`src/rtl/serial_frame_arbiter.sv`:
```
// rtl/serial_frame_arbiter.sv - round-robin arbiter serializing 4-bit codes onto a shared scl/sda link
module serial_frame_arbiter #(
  parameter int N_REQ = 4,
  parameter int HALF  = 4
) (
  input  logic               clk,
  input  logic               rst_n,
  input  logic [N_REQ-1:0]   req,
  input  logic [4*N_REQ-1:0] code,
  output logic [N_REQ-1:0]   grant,
  output logic               busy,
  output logic               frame_done,
  output logic [3:0]         last_code,
  output logic               scl,
  output logic               sda
);

  localparam int PW = (N_REQ > 1) ? $clog2(N_REQ) : 1;
  localparam int CW = (HALF > 1) ? $clog2(HALF) : 1;

  // Output registers are loaded from the current state, so the visible
  // waveform trails the state register by one cycle; the grant cycle itself
  // therefore shows the idle levels scl=1/sda=1.
  typedef enum logic [2:0] {
    S_IDLE,
    S_START,
    S_SLOT_LO,
    S_SLOT_HI,
    S_STOP_LO,
    S_STOP_SU,
    S_STOP
  } state_t;

  state_t           state_q, state_d;
  logic [CW-1:0]    cnt_q, cnt_d;
  logic [2:0]       slot_q, slot_d;
  logic [3:0]       shreg_q, shreg_d;
  logic [PW-1:0]    rr_q, rr_d;
  logic [N_REQ-1:0] grant_q, grant_d;
  logic             busy_q, busy_d;
  logic             done_q, done_d;
  logic             scl_q, scl_d;
  logic             sda_q, sda_d;
  logic [3:0]       last_q, last_d;

  logic             found;
  logic [PW-1:0]    pick;
  logic [3:0]       pick_code;
  logic             phase_end;

  function automatic logic [PW-1:0] wrap_add(input logic [PW-1:0] base, input int off);
    int s;
    s = int'(base) + off;
    if (s >= N_REQ) s = s - N_REQ;
    return s[PW-1:0];
  endfunction

  // Round-robin search: first asserted req at or above the pointer, with wrap.
  always_comb begin
    found = 1'b0;
    pick  = '0;
    for (int j = 0; j < N_REQ; j++) begin
      if (!found && req[wrap_add(rr_q, j)]) begin
        found = 1'b1;
        pick  = wrap_add(rr_q, j);
      end
    end
  end

  assign pick_code = code[4*pick +: 4];
  assign phase_end = (cnt_q == CW'(HALF - 1));

  // Frame sequencing and next values of all registered outputs.
  always_comb begin
    state_d = state_q;
    cnt_d   = cnt_q;
    slot_d  = slot_q;
    shreg_d = shreg_q;
    rr_d    = rr_q;
    last_d  = last_q;
    grant_d = '0;
    busy_d  = 1'b1;
    done_d  = 1'b0;
    scl_d   = 1'b1;
    sda_d   = 1'b1;

    if (state_q != S_IDLE) begin
      cnt_d = phase_end ? '0 : cnt_q + 1'b1;
    end

    case (state_q)
      S_IDLE: begin
        busy_d = found;
        cnt_d  = '0;
        if (found) begin
          grant_d[pick] = 1'b1;
          shreg_d       = pick_code;
          last_d        = pick_code;
          rr_d          = wrap_add(pick, 1);
          slot_d        = '0;
          state_d       = S_START;
        end
      end
      S_START: begin
        sda_d = 1'b0;
        if (phase_end) state_d = S_SLOT_LO;
      end
      S_SLOT_LO: begin
        scl_d = 1'b0;
        sda_d = shreg_q[3];
        if (phase_end) state_d = S_SLOT_HI;
      end
      S_SLOT_HI: begin
        sda_d = shreg_q[3];
        if (phase_end) begin
          // Zeros shift in behind the code, so the pad slot drives sda low.
          shreg_d = {shreg_q[2:0], 1'b0};
          if (slot_q == 3'd4) begin
            state_d = S_STOP_LO;
          end else begin
            slot_d  = slot_q + 3'd1;
            state_d = S_SLOT_LO;
          end
        end
      end
      S_STOP_LO: begin
        scl_d = 1'b0;
        sda_d = 1'b0;
        if (phase_end) state_d = S_STOP_SU;
      end
      S_STOP_SU: begin
        sda_d = 1'b0;
        if (phase_end) state_d = S_STOP;
      end
      S_STOP: begin
        if (phase_end) begin
          done_d  = 1'b1;
          state_d = S_IDLE;
        end
      end
      default: begin
        state_d = S_IDLE;
      end
    endcase
  end

  // State and output registers; reset aborts any frame in flight.
  always_ff @(posedge clk) begin
    if (!rst_n) begin
      state_q <= S_IDLE;
      cnt_q   <= '0;
      slot_q  <= '0;
      shreg_q <= '0;
      rr_q    <= '0;
      grant_q <= '0;
      busy_q  <= 1'b0;
      done_q  <= 1'b0;
      scl_q   <= 1'b1;
      sda_q   <= 1'b1;
      last_q  <= '0;
    end else begin
      state_q <= state_d;
      cnt_q   <= cnt_d;
      slot_q  <= slot_d;
      shreg_q <= shreg_d;
      rr_q    <= rr_d;
      grant_q <= grant_d;
      busy_q  <= busy_d;
      done_q  <= done_d;
      scl_q   <= scl_d;
      sda_q   <= sda_d;
      last_q  <= last_d;
    end
  end

  assign grant      = grant_q;
  assign busy       = busy_q;
  assign frame_done = done_q;
  assign last_code  = last_q;
  assign scl        = scl_q;
  assign sda        = sda_q;

endmodule

```
`config.mk`:
```
export PLATFORM = sky130hd
export DESIGN_NAME = serial_frame_arbiter
export DESIGN_NICKNAME = d
export VERILOG_FILES = /design/src/rtl/serial_frame_arbiter.sv
export SDC_FILE = /design/constraint.sdc
export NUM_CORES = 1
export LEC_CHECK = 0
export ABC_CLOCK_PERIOD_IN_PS = 2800
export CORE_UTILIZATION = 50
export DETAILED_ROUTE_END_ITERATION = 8
export HOLD_SLACK_MARGIN = 0.03
export MAX_ROUTING_LAYER = met4
export PLACE_DENSITY = 0.79
export SLEW_MARGIN = 10
export SYNTH_ARGS = -nofsm -noshare
export SYNTH_HDL_FRONTEND = slang
export SYNTH_SLANG_ARGS = --single-unit
```
`constraint.sdc`:
```
create_clock -name clk -period 2.8 [get_ports clk]
set_input_delay 0.42 -clock clk [delete_from_list [all_inputs] [get_ports clk]]
set_output_delay 0.42 -clock clk [all_outputs]
set_load 0.01 [all_outputs]
```
* After elaboration in Yosys (flattened, before gate mapping)
Index checks and enable logic that the tools add are counted.
Operators by class: add/subtract/negate cells 11, order comparisons 11, equal/unequal tests 16, shift-type cells 1, mux-type cells 44, bitwise logic cells 1, reduce and logical (&&, ||, !) cells 20
Operators with widths (count):
- $mux W3 | 11
- $pmux W3 S7 | 1
- $mux W2 | 10
- $ne A2 B2 Y1 const B | 8
- $shiftx A16 B5 Y4 | 1
- $lt A2 B3 Y1 const B | 5
- $eq A3 B3 Y1 const B | 4
- $ge A3 B3 Y1 const B | 4
- $mux W1 | 12
- $sub A2 B1 Y2 const B | 5
- $bmux W1 S2 | 4
- $mux W4 | 2
- $pmux W4 S2 | 1
- $reduce_and A7 Y1 | 1
- $add A2 B1 Y3 const B | 2
- $add A2 B2 Y3 const B | 2
- $eq A3 B2 Y1 const B | 2
- $pmux W3 S2 | 1
- $reduce_and A3 Y1 | 2
- $reduce_or A2 Y1 | 3
- $logic_and A1 B1 Y1 | 4
- $reduce_and A2 Y1 | 2
- $reduce_and A4 Y1 | 1
- $add A3 B1 Y3 const B | 1
- other kinds (13) | 15
Word-level totals: register bits 26, input bits 22, output and inout bits 12, logic and storage cells 115

* Depth between registers and ports, before layout
word-level depth 18, gate-level depth with buffers 8, gate-level depth less buffers 7

* Least setup slack after synthesis
Ideal clock, no wire load.
path type in2reg, start in req[2], end reg shreg_q[3], library setup time 139 ps, arrival 1603 ps, required time 2661 ps, path slack 1058 ps, stages 7, path buffers 1, cell sequence inv_1 o32ai_1 or2_1 buf_6 mux4_2 nand2_1 a221oi_2
On the way: cells in the longest elaborated chain, start to end 15, elaborated cells on any way between the ends 27, those cells by class eq/ne: 1; shift: 1; mux: 18; reduce/logical: 7
RTL lines:
- from (decl) | RTL line 8 | input logic [N_REQ-1:0] req,
- $bmux W1 S2 | RTL line 63 | if (!found && req[wrap_add(rr_q, j)]) begin
- $mux W1 (implied by the code) | RTL line 63
- $mux W1 | RTL line 63
- $logic_not A1 Y1 | RTL line 63
- $logic_and A1 B1 Y1 | RTL line 63
- $mux W1 | RTL line 63
- $logic_not A1 Y1 | RTL line 63
- $logic_and A1 B1 Y1 | RTL line 63
- $mux W1 | RTL line 63
- $logic_not A1 Y1 | RTL line 63
- $logic_and A1 B1 Y1 | RTL line 63
- $mux W2 | RTL line 63
- $shiftx A16 B5 Y4 | RTL line 70 | assign pick_code = code[4*pick +: 4];
- $mux W4 | RTL line 95 | if (found) begin
- $pmux W4 S2 | RTL line 91 | case (state_q)
- to (signal assigned) | RTL line 165 | shreg_q <= shreg_d;
- to (decl) | RTL line 37 | logic [3:0] shreg_q, shreg_d;
Parallel ways exist; a longest one is shown, timed or not. The select of a mux whose other input is x is not followed. A chain may end at the register's enable or synchronous reset.

* Worst setup path in the final report
Ends and elaborated chain as after synthesis.

==> flow_summary.json <==
{
  "status": "finished clean",
  "synth_cell_types": 35,
  "avgRoutedWirePerCell_um": 13.9,
  "row_count": 18,
  "antenna_cells": 0,
  "totalPowerFinal_w": 0.000782,
  "cts_resized": 0,
  "clkTransAtPathRegs_ns": 0.14,
  "synthCells": 155,
  "vias": 1199,
  "fin_area_mm2": 0.00170,
  "met1_usage": 0.289,
  "coreArea_mm2": 0.00250,
  "use_met2": 0.371,
  "grt_max_degree": 18,
  "final_layout_size_suffix_gt1_frac": 0.0924,
  "gr-total-overflow": 0,
  "grt_pass1_wl_mm": 4.61,
  "grt_use_met3": 0.0339,
  "ys_top_cells_by_area": "dfxtp_1 39%, ha_1 6.6%, a21oi_1 5.3%, o21ai_0 4.9%, mux2i_1 4.5%",
  "startpoint_type": "primary input",
  "finalSetupViolations": 0,
  "synth_top_area_frac": 0.391,
  "clk_latency_ns": 0.31,
  "area_growth_pct": 27.8,
  "hold_slack_ns": 0.468,
  "top_usage_layer": "met2",
  "gp_congestion": 0.795,
  "synth_xor_area_frac": 0.00657,
  "fmax_mhz": 465,
  "critPathMaxFanout": 5,
  "post_dp_cell_area_mm2": 0.00167,
  "synthAdderAreaFrac": 0.0657,
  "ctsHoldBuffers": 0,
  "rsz0062_at_grt": "false",
  "root_buffer": "clkbuf_4",
  "endpoint_kind": "flip-flop",
  "synthArstFlopShare": 0,
  "cts_tree": "yes",
  "grt.total_usage": 0.227,
  "antenna_found_initial": 0,
  "critical_path_class": "primary input to flip-flop",
  "synthTopCellsByCount": "26 x dfxtp_1, 14 x a21oi_1, 13 x nand2_1, 13 x o21ai_0, 12 x nor2_1",
  "synth.most_common_cell": "dfxtp_1",
  "synth-seq-cells": 26,
  "clockBufferDepth": 2,
  "grt_pass1_vias": 1045,
  "port_buffers": 33,
  "synthSimpleGateAreaFrac": 0.189,
  "finalSetupTns_ns": 0,
  "yosys_most_used_dff": "dfxtp_1",
  "die_h_um": 53.6,
  "detail-route-antenna-nets": 0,
  "crit_required_ns": 3.00,
  "first_pass_iters": 4,
  "reg2reg_depth": 6,
  "slew_viol_final": 0,
  "dp_hpwl_mm": 2.27,
  "power_density_mw_per_mm2": 459,
  "cp_data_arrival_time_ns": 2.35,
  "hp-class": "flip-flop to flip-flop",
  "finalCritPeriodShare": 0.768,
  "numClockSinks": 26,
  "via_per_inst": 5.60,
  "synthMuxAreaShare": 0.0958,
  "tightest_slew_ns": 0.553,
  "synth_compound_area_frac": 0.185,
  "maxCapViolCount": 0,
  "synth_warnings": 0,
  "post-cts-setup-buffers": 0,
  "fp.dieArea_mm2": 0.00288,
  "die_x_um": 53.6,
  "finalCriticalPeriod_ns": 2.15,
  "ys_seq_area_frac": 0.391,
  "final_net_count": 214,
  "drtIter0Drc": 17,
  "hold-path-cell-count": 2,
  "ir_drop_mv": 0.320,
  "synth_top_family_by_area": "simple AND/OR/NAND/NOR gates",
  "synth_top_area_cell": "dfxtp_1",
  "synth_edf_count": 0,
  "relSlewSlack": 0.631,
  "h-tree-depth": 1,
  "numCtsBuffers": 3,
  "start_util": 0.533,
  "synth_area_mm2": 0.00133,
  "syn_nets": 184,
  "skew_ns": 0.000973,
  "io_pins": 34,
  "wl_mm": 2.98,
  "drc": 0,
  "hold_violations": 0,
  "p_leak_nw": 0.683,
  "syn_area_per_cell_um2": 8.60
}
-- final timing paths --
kind | from | endpoint | slack, ns
max reg2reg | rr_q[1]$_SDFFE_PN0P_ | last_code[1]$_SDFFE_PN0P_ | 0.90
min reg2reg | shreg_q[0]$_SDFFE_PN0P_ | shreg_q[0]$_SDFFE_PN0P_ | 0.47
min | shreg_q[0]$_SDFFE_PN0P_ | shreg_q[0]$_SDFFE_PN0P_ | 0.47
max | req[2] | shreg_q[3]$_SDFFE_PN0P_ | 0.65
-- sequential cells by signal, summed over array words and instances (netlist names) --
register    cells
cnt_q           2
sda             1
grant           4
rr_q            2
shreg_q         4
busy            1
scl             1
last_code       4
frame_done      1
slot_q          3
state_q         3
-- per-stage QoR --
stage,instances,utilization,worst slack [ns]
floorplan,155,-,1.06
global placement,210,0.667,0.366
detailed placement,210,0.667,0.303
CTS,214,0.681,0.652
global route,214,0.681,0.573
finish,214,0.681,0.648
-- metal layers --
layer / share of wire / wire (um)
met5: 0 / 0
met4: 0.0077 / 23
met3: 0.024 / 70
met2: 0.49 / 1470
met1: 0.48 / 1410
-- power breakdown --
part / total (W) / switching [W] / leakage (nW) / internal, W
sequential: 0.000411 / 0.0000167 / 0.213 / 0.000394
clock: 0.000189 / 0.000110 / 0.0210 / 0.0000795
combinational: 0.000182 / 0.0000856 / 0.449 / 0.0000959
-- worst max-delay path, stage by stage --
cell,delay (ns)
clkdlybuf4s50_1,0.56
inv_1,0.07
o32ai_1,0.31
or2_1,0.29
mux4_2,0.55
nand2_1,0.10
a221oi_2,0.05
-- kinds of logic (layout without fill, tap and decap cells) --
group | count (synthesis) | count (layout)
and+or+nand+nor | 49 | 49
AOI/OAI and AO/OA | 41 | 41
DFF | 26 | 26
buffers and inverters | 21 | 50
muxes | 10 | 10
adders and majority gates | 7 | 7
xor gates and xnor gates | 1 | 1
-- layout by cell type, fill, tap and decap left out, types with 2 or more instances in the layout --
cell,instances
nand3_1,7
nor3_1,2
and3_1,5
mux4_2,2
o21ai_0,13
nand2_1,13
mux2_2,2
o22ai_1,3
dfxtp_1,26
nor2_1,12
clkbuf_4,3
nor2_2,2
a31oi_1,4
a21oi_1,14
clkdlybuf4s50_1,33
ha_1,7
buf_4,2
inv_1,11
mux2i_1,6
-- cell type report --
type                       instances  area, um^2
multi-input combinational        108         722
inverter                          11        41.3
timing repair buffer              35         345
sequential                        26         520
clock buffer                       4        36.3
fill                             209         797
tap                               30        37.5
Note: power is estimated with default switching activity, not from simulation.
